File: src/rtl/evo_truth_table_tester_if.sv
// Host-side bundle for the evolved-circuit truth-table tester.
// The host drives run control; the tester returns status and results.
interface evo_truth_table_tester_if #(
    parameter int IN_WIDTH = 4
);
    localparam int NV = 2 ** IN_WIDTH;

    logic                start;
    logic                abort;
    logic [NV-1:0]       expected;
    logic                busy;
    logic                done;
    logic [NV-1:0]       result_vec;
    logic [NV-1:0]       unstable_vec;
    logic [IN_WIDTH:0]   match_count;
    logic [IN_WIDTH:0]   unstable_count;

    modport master (
        output start,
        output abort,
        output expected,
        input  busy,
        input  done,
        input  result_vec,
        input  unstable_vec,
        input  match_count,
        input  unstable_count
    );

    modport slave (
        input  start,
        input  abort,
        input  expected,
        output busy,
        output done,
        output result_vec,
        output unstable_vec,
        output match_count,
        output unstable_count
    );
endinterface

File: src/rtl/evo_truth_table_tester.sv
// Exhaustive truth-table sequencer for one evolved LCELL CUT.
// Settles each vector, samples the synchronized output, scores stability and fitness.
module evo_truth_table_tester #(
    parameter int IN_WIDTH      = 4,
    parameter int SETTLE_CYCLES = 16,
    parameter int SAMPLES       = 8
) (
    input  logic                 clk,
    input  logic                 rst_n,
    evo_truth_table_tester_if.slave bus,
    output logic [IN_WIDTH-1:0]  dut_in,
    input  logic                 dut_out
);
    localparam int NV  = 2 ** IN_WIDTH;
    localparam int VW  = IN_WIDTH + 1;
    localparam int SCW = $clog2(SETTLE_CYCLES + 1);
    localparam int SMW = $clog2(SAMPLES + 1);

    localparam logic [SCW-1:0] SETTLE_LAST = SCW'(SETTLE_CYCLES - 1);
    localparam logic [SMW-1:0] SAMPLE_LAST = SMW'(SAMPLES - 1);
    localparam logic [VW-1:0]  VEC_LAST    = VW'(NV - 1);

    localparam logic [1:0] S_IDLE   = 2'd0;
    localparam logic [1:0] S_SETTLE = 2'd1;
    localparam logic [1:0] S_SAMPLE = 2'd2;
    localparam logic [1:0] S_DONE   = 2'd3;

    logic [1:0]          r_state;
    logic [VW-1:0]       r_vec;
    logic [SCW-1:0]      r_scnt;
    logic [SMW-1:0]      r_mcnt;
    logic                r_first;
    logic                r_unst;
    logic [NV-1:0]       r_exp;
    logic [NV-1:0]       r_res;
    logic [NV-1:0]       r_uvec;
    logic [VW-1:0]       r_match;
    logic [VW-1:0]       r_ucnt;
    logic                r_busy;
    logic                r_done;
    logic                r_sync1;
    logic                r_sync2;
    logic [IN_WIDTH-1:0] r_dut_in;

    logic [IN_WIDTH-1:0] w_idx;
    logic [VW-1:0]       w_vec_nxt;
    logic                w_unst;

    assign w_idx     = r_vec[IN_WIDTH-1:0];
    assign w_vec_nxt = r_vec + VW'(1);
    // Instability is sticky across the sample window of one vector.
    assign w_unst    = r_unst | (r_sync2 != r_first);

    always_ff @(posedge clk or negedge rst_n) begin
        if (!rst_n) begin
            r_state  <= S_IDLE;
            r_vec    <= '0;
            r_scnt   <= '0;
            r_mcnt   <= '0;
            r_first  <= 1'b0;
            r_unst   <= 1'b0;
            r_exp    <= '0;
            r_res    <= '0;
            r_uvec   <= '0;
            r_match  <= '0;
            r_ucnt   <= '0;
            r_busy   <= 1'b0;
            r_done   <= 1'b0;
            r_sync1  <= 1'b0;
            r_sync2  <= 1'b0;
            r_dut_in <= '0;
        end else begin
            r_sync1 <= dut_out;
            r_sync2 <= r_sync1;
            r_done  <= 1'b0;
            unique case (r_state)
                S_IDLE: begin
                    if (bus.start && !bus.abort) begin
                        r_exp    <= bus.expected;
                        r_res    <= '0;
                        r_uvec   <= '0;
                        r_match  <= '0;
                        r_ucnt   <= '0;
                        r_vec    <= '0;
                        r_dut_in <= '0;
                        r_scnt   <= '0;
                        r_busy   <= 1'b1;
                        r_state  <= S_SETTLE;
                    end
                end
                S_SETTLE: begin
                    if (bus.abort) begin
                        r_state  <= S_IDLE;
                        r_busy   <= 1'b0;
                        r_dut_in <= '0;
                    end else if (r_scnt == SETTLE_LAST) begin
                        r_mcnt  <= '0;
                        r_first <= r_sync2;
                        r_unst  <= 1'b0;
                        r_state <= S_SAMPLE;
                    end else begin
                        r_scnt <= r_scnt + SCW'(1);
                    end
                end
                S_SAMPLE: begin
                    if (bus.abort) begin
                        r_state  <= S_IDLE;
                        r_busy   <= 1'b0;
                        r_dut_in <= '0;
                    end else if (r_mcnt == SAMPLE_LAST) begin
                        if (w_unst) begin
                            r_uvec[w_idx] <= 1'b1;
                            r_ucnt        <= r_ucnt + VW'(1);
                        end else begin
                            r_res[w_idx] <= r_first;
                            if (r_first == r_exp[w_idx])
                                r_match <= r_match + VW'(1);
                        end
                        if (r_vec == VEC_LAST) begin
                            r_busy  <= 1'b0;
                            r_done  <= 1'b1;
                            r_state <= S_DONE;
                        end else begin
                            r_vec    <= w_vec_nxt;
                            r_dut_in <= w_vec_nxt[IN_WIDTH-1:0];
                            r_scnt   <= '0;
                            r_state  <= S_SETTLE;
                        end
                    end else begin
                        r_mcnt <= r_mcnt + SMW'(1);
                        r_unst <= w_unst;
                    end
                end
                S_DONE: begin
                    r_state <= S_IDLE;
                end
                default: begin
                    r_state <= S_IDLE;
                end
            endcase
        end
    end

    assign dut_in             = r_dut_in;
    assign bus.busy           = r_busy;
    assign bus.done           = r_done;
    assign bus.result_vec     = r_res;
    assign bus.unstable_vec   = r_uvec;
    assign bus.match_count    = r_match;
    assign bus.unstable_count = r_ucnt;
endmodule
File: src/flat_wrapper.sv
// flat-port wrapper written by rule: the top's interface ports become plain ports
module evo_truth_table_tester_flat 
#(
    parameter int IN_WIDTH      = 4,
    parameter int SETTLE_CYCLES = 16,
    parameter int SAMPLES       = 8
)
  (clk, rst_n, dut_in, dut_out, bus_start, bus_abort, bus_expected, bus_busy, bus_done, bus_result_vec, bus_unstable_vec, bus_match_count, bus_unstable_count);
  evo_truth_table_tester_if #(.IN_WIDTH(IN_WIDTH)) bus_i ();
  input  logic clk;
  input  logic rst_n;
  output logic [IN_WIDTH-1:0] dut_in;
  input  logic dut_out;
  input wire logic [$bits(bus_i.start)-1:0] bus_start;
  input wire logic [$bits(bus_i.abort)-1:0] bus_abort;
  input wire logic [$bits(bus_i.expected)-1:0] bus_expected;
  output wire logic [$bits(bus_i.busy)-1:0] bus_busy;
  output wire logic [$bits(bus_i.done)-1:0] bus_done;
  output wire logic [$bits(bus_i.result_vec)-1:0] bus_result_vec;
  output wire logic [$bits(bus_i.unstable_vec)-1:0] bus_unstable_vec;
  output wire logic [$bits(bus_i.match_count)-1:0] bus_match_count;
  output wire logic [$bits(bus_i.unstable_count)-1:0] bus_unstable_count;
  assign bus_i.start = bus_start;
  assign bus_i.abort = bus_abort;
  assign bus_i.expected = bus_expected;
  assign bus_busy = bus_i.busy;
  assign bus_done = bus_i.done;
  assign bus_result_vec = bus_i.result_vec;
  assign bus_unstable_vec = bus_i.unstable_vec;
  assign bus_match_count = bus_i.match_count;
  assign bus_unstable_count = bus_i.unstable_count;
  evo_truth_table_tester #(.IN_WIDTH(IN_WIDTH), .SETTLE_CYCLES(SETTLE_CYCLES), .SAMPLES(SAMPLES)) u_core (.clk(clk), .rst_n(rst_n), .bus(bus_i), .dut_in(dut_in), .dut_out(dut_out));
endmodule
File: config.mk
export PLATFORM = sky130hd
export DESIGN_NAME = evo_truth_table_tester_flat
export DESIGN_NICKNAME = d
export VERILOG_FILES = /design/src/rtl/evo_truth_table_tester_if.sv /design/src/rtl/evo_truth_table_tester.sv /design/src/flat_wrapper.sv
export SDC_FILE = /design/constraint.sdc
export NUM_CORES = 1
export LEC_CHECK = 0
export CAP_MARGIN = 0
export CORE_ASPECT_RATIO = 0.5
export CORE_MARGIN = 3
export CORE_UTILIZATION = 48
export DETAILED_ROUTE_END_ITERATION = 12
export PLACE_DENSITY_LB_ADDON = 0.25
export SLEW_MARGIN = 20
export SYNTH_ARGS = -nofsm -noshare
export SYNTH_HDL_FRONTEND = slang
export SYNTH_SLANG_ARGS = --single-unit
File: constraint.sdc
create_clock -name clk -period 2.65 [get_ports clk]
set_clock_uncertainty 0.05 [all_clocks]
set_input_delay 0.3975 -clock clk [delete_from_list [all_inputs] [get_ports clk]]
set_output_delay 0.3975 -clock clk [all_outputs]
set_load 0.03 [all_outputs]
==> flow_summary_export.csv <==
group,metric,value,unit
status,status,"complete, no violations",
worst_setup_path,cp.depth,8,
clock_network,postCtsSetupRepairBufs,0,
floorplanning,num_rows,23,
global_routing,antenna_found_initial,0,
drt,wl_per_cell,16.24,um
placement,post_dp_cell_area,5062,um2
global_routing,grt_max_degree,54,
floorplanning,io-pin-count,69,
power_and_ir_drop,seq_power_share,0.369,
logic_synthesis,ys_seq_elements,84,
sta,max_clock_freq,406.3,MHz
finish,syn_to_final_growth,27.88,%
finish,antenna_cells,0,
placement,dpl_worst_slack,0.1780,ns
floorplanning,initial_core_util,0.5112,
finish,finalNetCount,506,
power_and_ir_drop,combPwrFrac,0.309,
worst_setup_path,path_cells,"ha_1, and3_1, ha_1, nor4bb_1, o2bb2ai_1, or4_1, a21oi_1, a21o_1",
worst_setup_path,crit_family,"simple AND/OR/NAND/NOR gates",
clock_network,cts_hold_buf,0,
drt,final_antenna_net_count,0,
clock_network,cts.sinks,84,
clock_network,cts_buffers,9,
logic_synthesis,syn_nets,437,
worst_setup_path,path_class,"flop to flop",
worst_setup_path,cp_slowest_stage_delay,0.44,ns
drt,dr_total_vias,3280,
drt,vias_per_cell,5.588,
sta,finalSetupViolCount,0,
logic_synthesis,synth_cells,402,
logic_synthesis,synthDistinctLibCells,50,
sta,finalSetupTns,0,ns
clock_network,root_buffer,"clkbuf_16",
finish,multiInputGateArea,1958,um2
power_and_ir_drop,ir_drop,476.9,uV
power_and_ir_drop,p_sw,1.417,mW
hold_path,hp-class,"primary input to asynchronous set/reset pin",
power_and_ir_drop,swShare,0.3182,
placement,port-buffer-count,68,
sta,finalWorstSetupSlack,0.1885,ns
finish,fillers,687,
worst_setup_path,regToRegSetupSlack,0.19,ns
global_routing,grt_overflow_total,0,
worst_setup_path,path_max_fanout,7,
floorplanning,core,8288,um2
logic_synthesis,ys_warn_count,0,
sta,tightest_slew,0.6861,ns
logic_synthesis,synth-edff-count,0,
sta,post-route-period-util,0.9289,
worst_setup_path,crit_path_end_kind,"flop",
worst_setup_path,reg2reg_from,"u_core.r_vec[0]",
logic_synthesis,yosysSeqAreaShare,0.4962,
placement,place_hpwl,6704,um
drt,drt_iter0_markers,218,
worst_setup_path,endpoint,"u_core.r_vec[3]",
sta,hold_viol_final,0,
drt,route.detailed.drc,0,
clock_network,tritoncts,"done",
worst_setup_path,cp.required,2.89,ns
sta,final_max_slew_viol_count,0,
power_and_ir_drop,power.leakage,2.460,nW
logic_synthesis,ys_dominant_reg_cell,"dfrtp_1",
worst_setup_path,crit_slowest_cell,"or4_1",
worst_setup_path,startpoint_type,"flop",
floorplanning,dieArea,10060,um2
global_routing,grt_usage,0.2011,
power_and_ir_drop,p_clk_frac,0.322,
drt,drt_first_pass_iters,4,
clock_network,clock_latency,0.34,ns
sta,slew_headroom,0.5378,
clock_network,h-tree-depth,3,
logic_synthesis,syn_area,4237,um2
finish,utilization,0.6537,
clock_network,cts_resized,0,
run,maxCapViolCount,0,
placement,place.gp.congestion,0.9407,
worst_setup_path,critPathArrivalTime,2.70,ns
worst_setup_path,crit_top_cell,"ha_1",
finish,design_area,5418,um2
drt,wl,9533,um
worst_setup_path,r2r_cells,8,
global_routing,grt_pass1_vias,3173,
power_and_ir_drop,p_int,3.037,mW
finish,ff_latch_area,2102,um2
clock_network,clk_pin_slew_worst_paths,0.06,ns
power_and_ir_drop,finalPower,4.454,mW
worst_setup_path,crit_buf_inv,0,
global_routing,grt_first_pass_wirelength,15980,um
worst_setup_path,crit_path_start,"u_core.r_vec[0]",
sta,rsz0062_at_grt,"false",
floorplanning,die_h,72.43,um
floorplanning,die_w,138.9,um
worst_setup_path,r2r-end,"u_core.r_vec[3]",
finish,drive_gt1_frac,0.1453,
clock_network,cts_buffer_depth,2,
power_and_ir_drop,powerDensity,822.2,nW/um2
logic_synthesis,synth_area_per_cell,10.54,um2
logic_synthesis,async_reset_ff_frac,1.000,
sta,post-route-min-period,2.461,ns
==> registers in the layout, indices dropped and copies added, names as in the netlist <==
name / flops
u_core.bus.unstable_vec: 16
u_core.bus.match_count: 5
u_core.r_vec: 5
u_core.r_mcnt: 4
u_core.r_state: 2
u_core.bus.done: 1
u_core.r_sync2: 1
u_core.r_scnt: 5
u_core.r_sync1: 1
u_core.bus.result_vec: 16
u_core.r_first: 1
u_core.bus.unstable_count: 5
u_core.bus.busy: 1
u_core.r_exp: 16
u_core.r_unst: 1
u_core.dut_in: 4
==> synthesized netlist by cell type (3+ instances only) <==
cell type	number	area, um2
mux2_2	22	247.7
a21o_1	3	22.52
xnor2_1	4	35.03
inv_1	17	63.81
a21oi_1	10	50.05
dfrtp_1	84	2102
nand2_1	21	78.83
a31oi_1	16	100.1
mux2i_1	30	300.3
nor4_1	3	18.77
nor2_1	50	187.7
and3_1	3	18.77
nand4_1	15	93.84
ha_1	14	175.2
nor2b_1	3	18.77
o21ai_0	16	80.08
clkbuf_1	23	86.33
nand3_1	9	45.04
or2_2	4	25.02
nand2b_1	8	50.05
a22o_1	6	52.55
nand3b_1	4	30.03
==> layer usage <==
metal | vias up | track usage | share of wire
met2 | 97 | 0.2988 | 0.43
met5 | - | 0 | 0
met1 | 1612 | 0.2857 | 0.49
li1 | 1567 | - | -
met3 | 4 | 0.06386 | 0.079
met4 | 0 | 0.05965 | 0.0023
==> worst min-delay path by stage <==
stage | end | depth (start not counted)
final | u_core.bus.result_vec[13] | 1
after global routing | u_core.bus.unstable_vec[9] | 1
after CTS | u_core.bus.unstable_vec[2] | 1
after detailed placement | u_core.r_sync2 | 0
after global placement | u_core.r_sync2 | 0
after floorplan | u_core.bus.busy | 0
==> placed cells by master, fill, tap and decap left out, types with 4 or more instances in the layout <==
cell | Yosys | routed
dfrtp_1 | 84 | 84
inv_1 | 17 | 17
or2_2 | 4 | 4
clkdlybuf4s50_1 | 0 | 67
a31oi_1 | 16 | 16
nand4_1 | 15 | 15
nand2_1 | 21 | 21
a22o_1 | 6 | 6
nand2b_1 | 8 | 8
nand3b_1 | 4 | 4
clkbuf_16 | 0 | 9
a21oi_1 | 10 | 10
nand3_1 | 9 | 9
o21ai_0 | 16 | 16
mux2_2 | 22 | 22
nor2_1 | 50 | 49
xnor2_1 | 4 | 4
buf_4 | 0 | 19
mux2i_1 | 30 | 30
ha_1 | 14 | 14
==> through the flow <==
| stage | cells | hold WS [ns] |
|---|---|---|
| 2_1_floorplan | 402 | 0.05191 |
| 4_1_cts | 585 | 0.05869 |
| 3_3_place_gp | 570 | 0.2832 |
| 6_report | 587 | 0.04519 |
| 3_5_place_dp | 570 | 0.2870 |
| 5_1_grt | 587 | 0.09953 |
==> worst reg2reg max path, stage by stage (launching register included) <==
cell	delay [ns]
dfrtp_1	0.38
ha_1	0.22
and3_1	0.23
ha_1	0.24
nor4bb_1	0.37
o2bb2ai_1	0.25
or4_1	0.44
a21oi_1	0.13
a21o_1	0.10
==> power by group through the flow <==
stage / clock, mW / sequential, mW / combinational, mW
finish: 1.44 / 1.64 / 1.38
global route: 1.51 / 1.67 / 1.51
CTS: 1.46 / 1.64 / 1.34
detailed placement: 0 / 1.66 / 1.32
global placement: 0 / 1.65 / 1.30
floorplan: 0 / 1.70 / 0.901
==> cell families (layout without fill, tap and decap cells) <==
kind of cell    after synthesis  in the layout  synth area share
flops                        84             84            0.4962
fa+ha+maj                    14             14           0.04135
mux                          57             57            0.1542
simple gates                130            130            0.1527
compound gates               66             66            0.1010
xor+xnor                      6              6           0.01240
buf+inv                      45            118           0.04223
==> area by class of cell <==
cell class	count	area share
clock buffers	11	0.04480
clock inverters	4	0.01801
inverters	17	0.01178
multi-input cells	273	0.3614
flip-flops and latches	84	0.3880
well taps	112	0.02587
repair buffers	86	0.1501
Power figures use the tool's default switching activity.
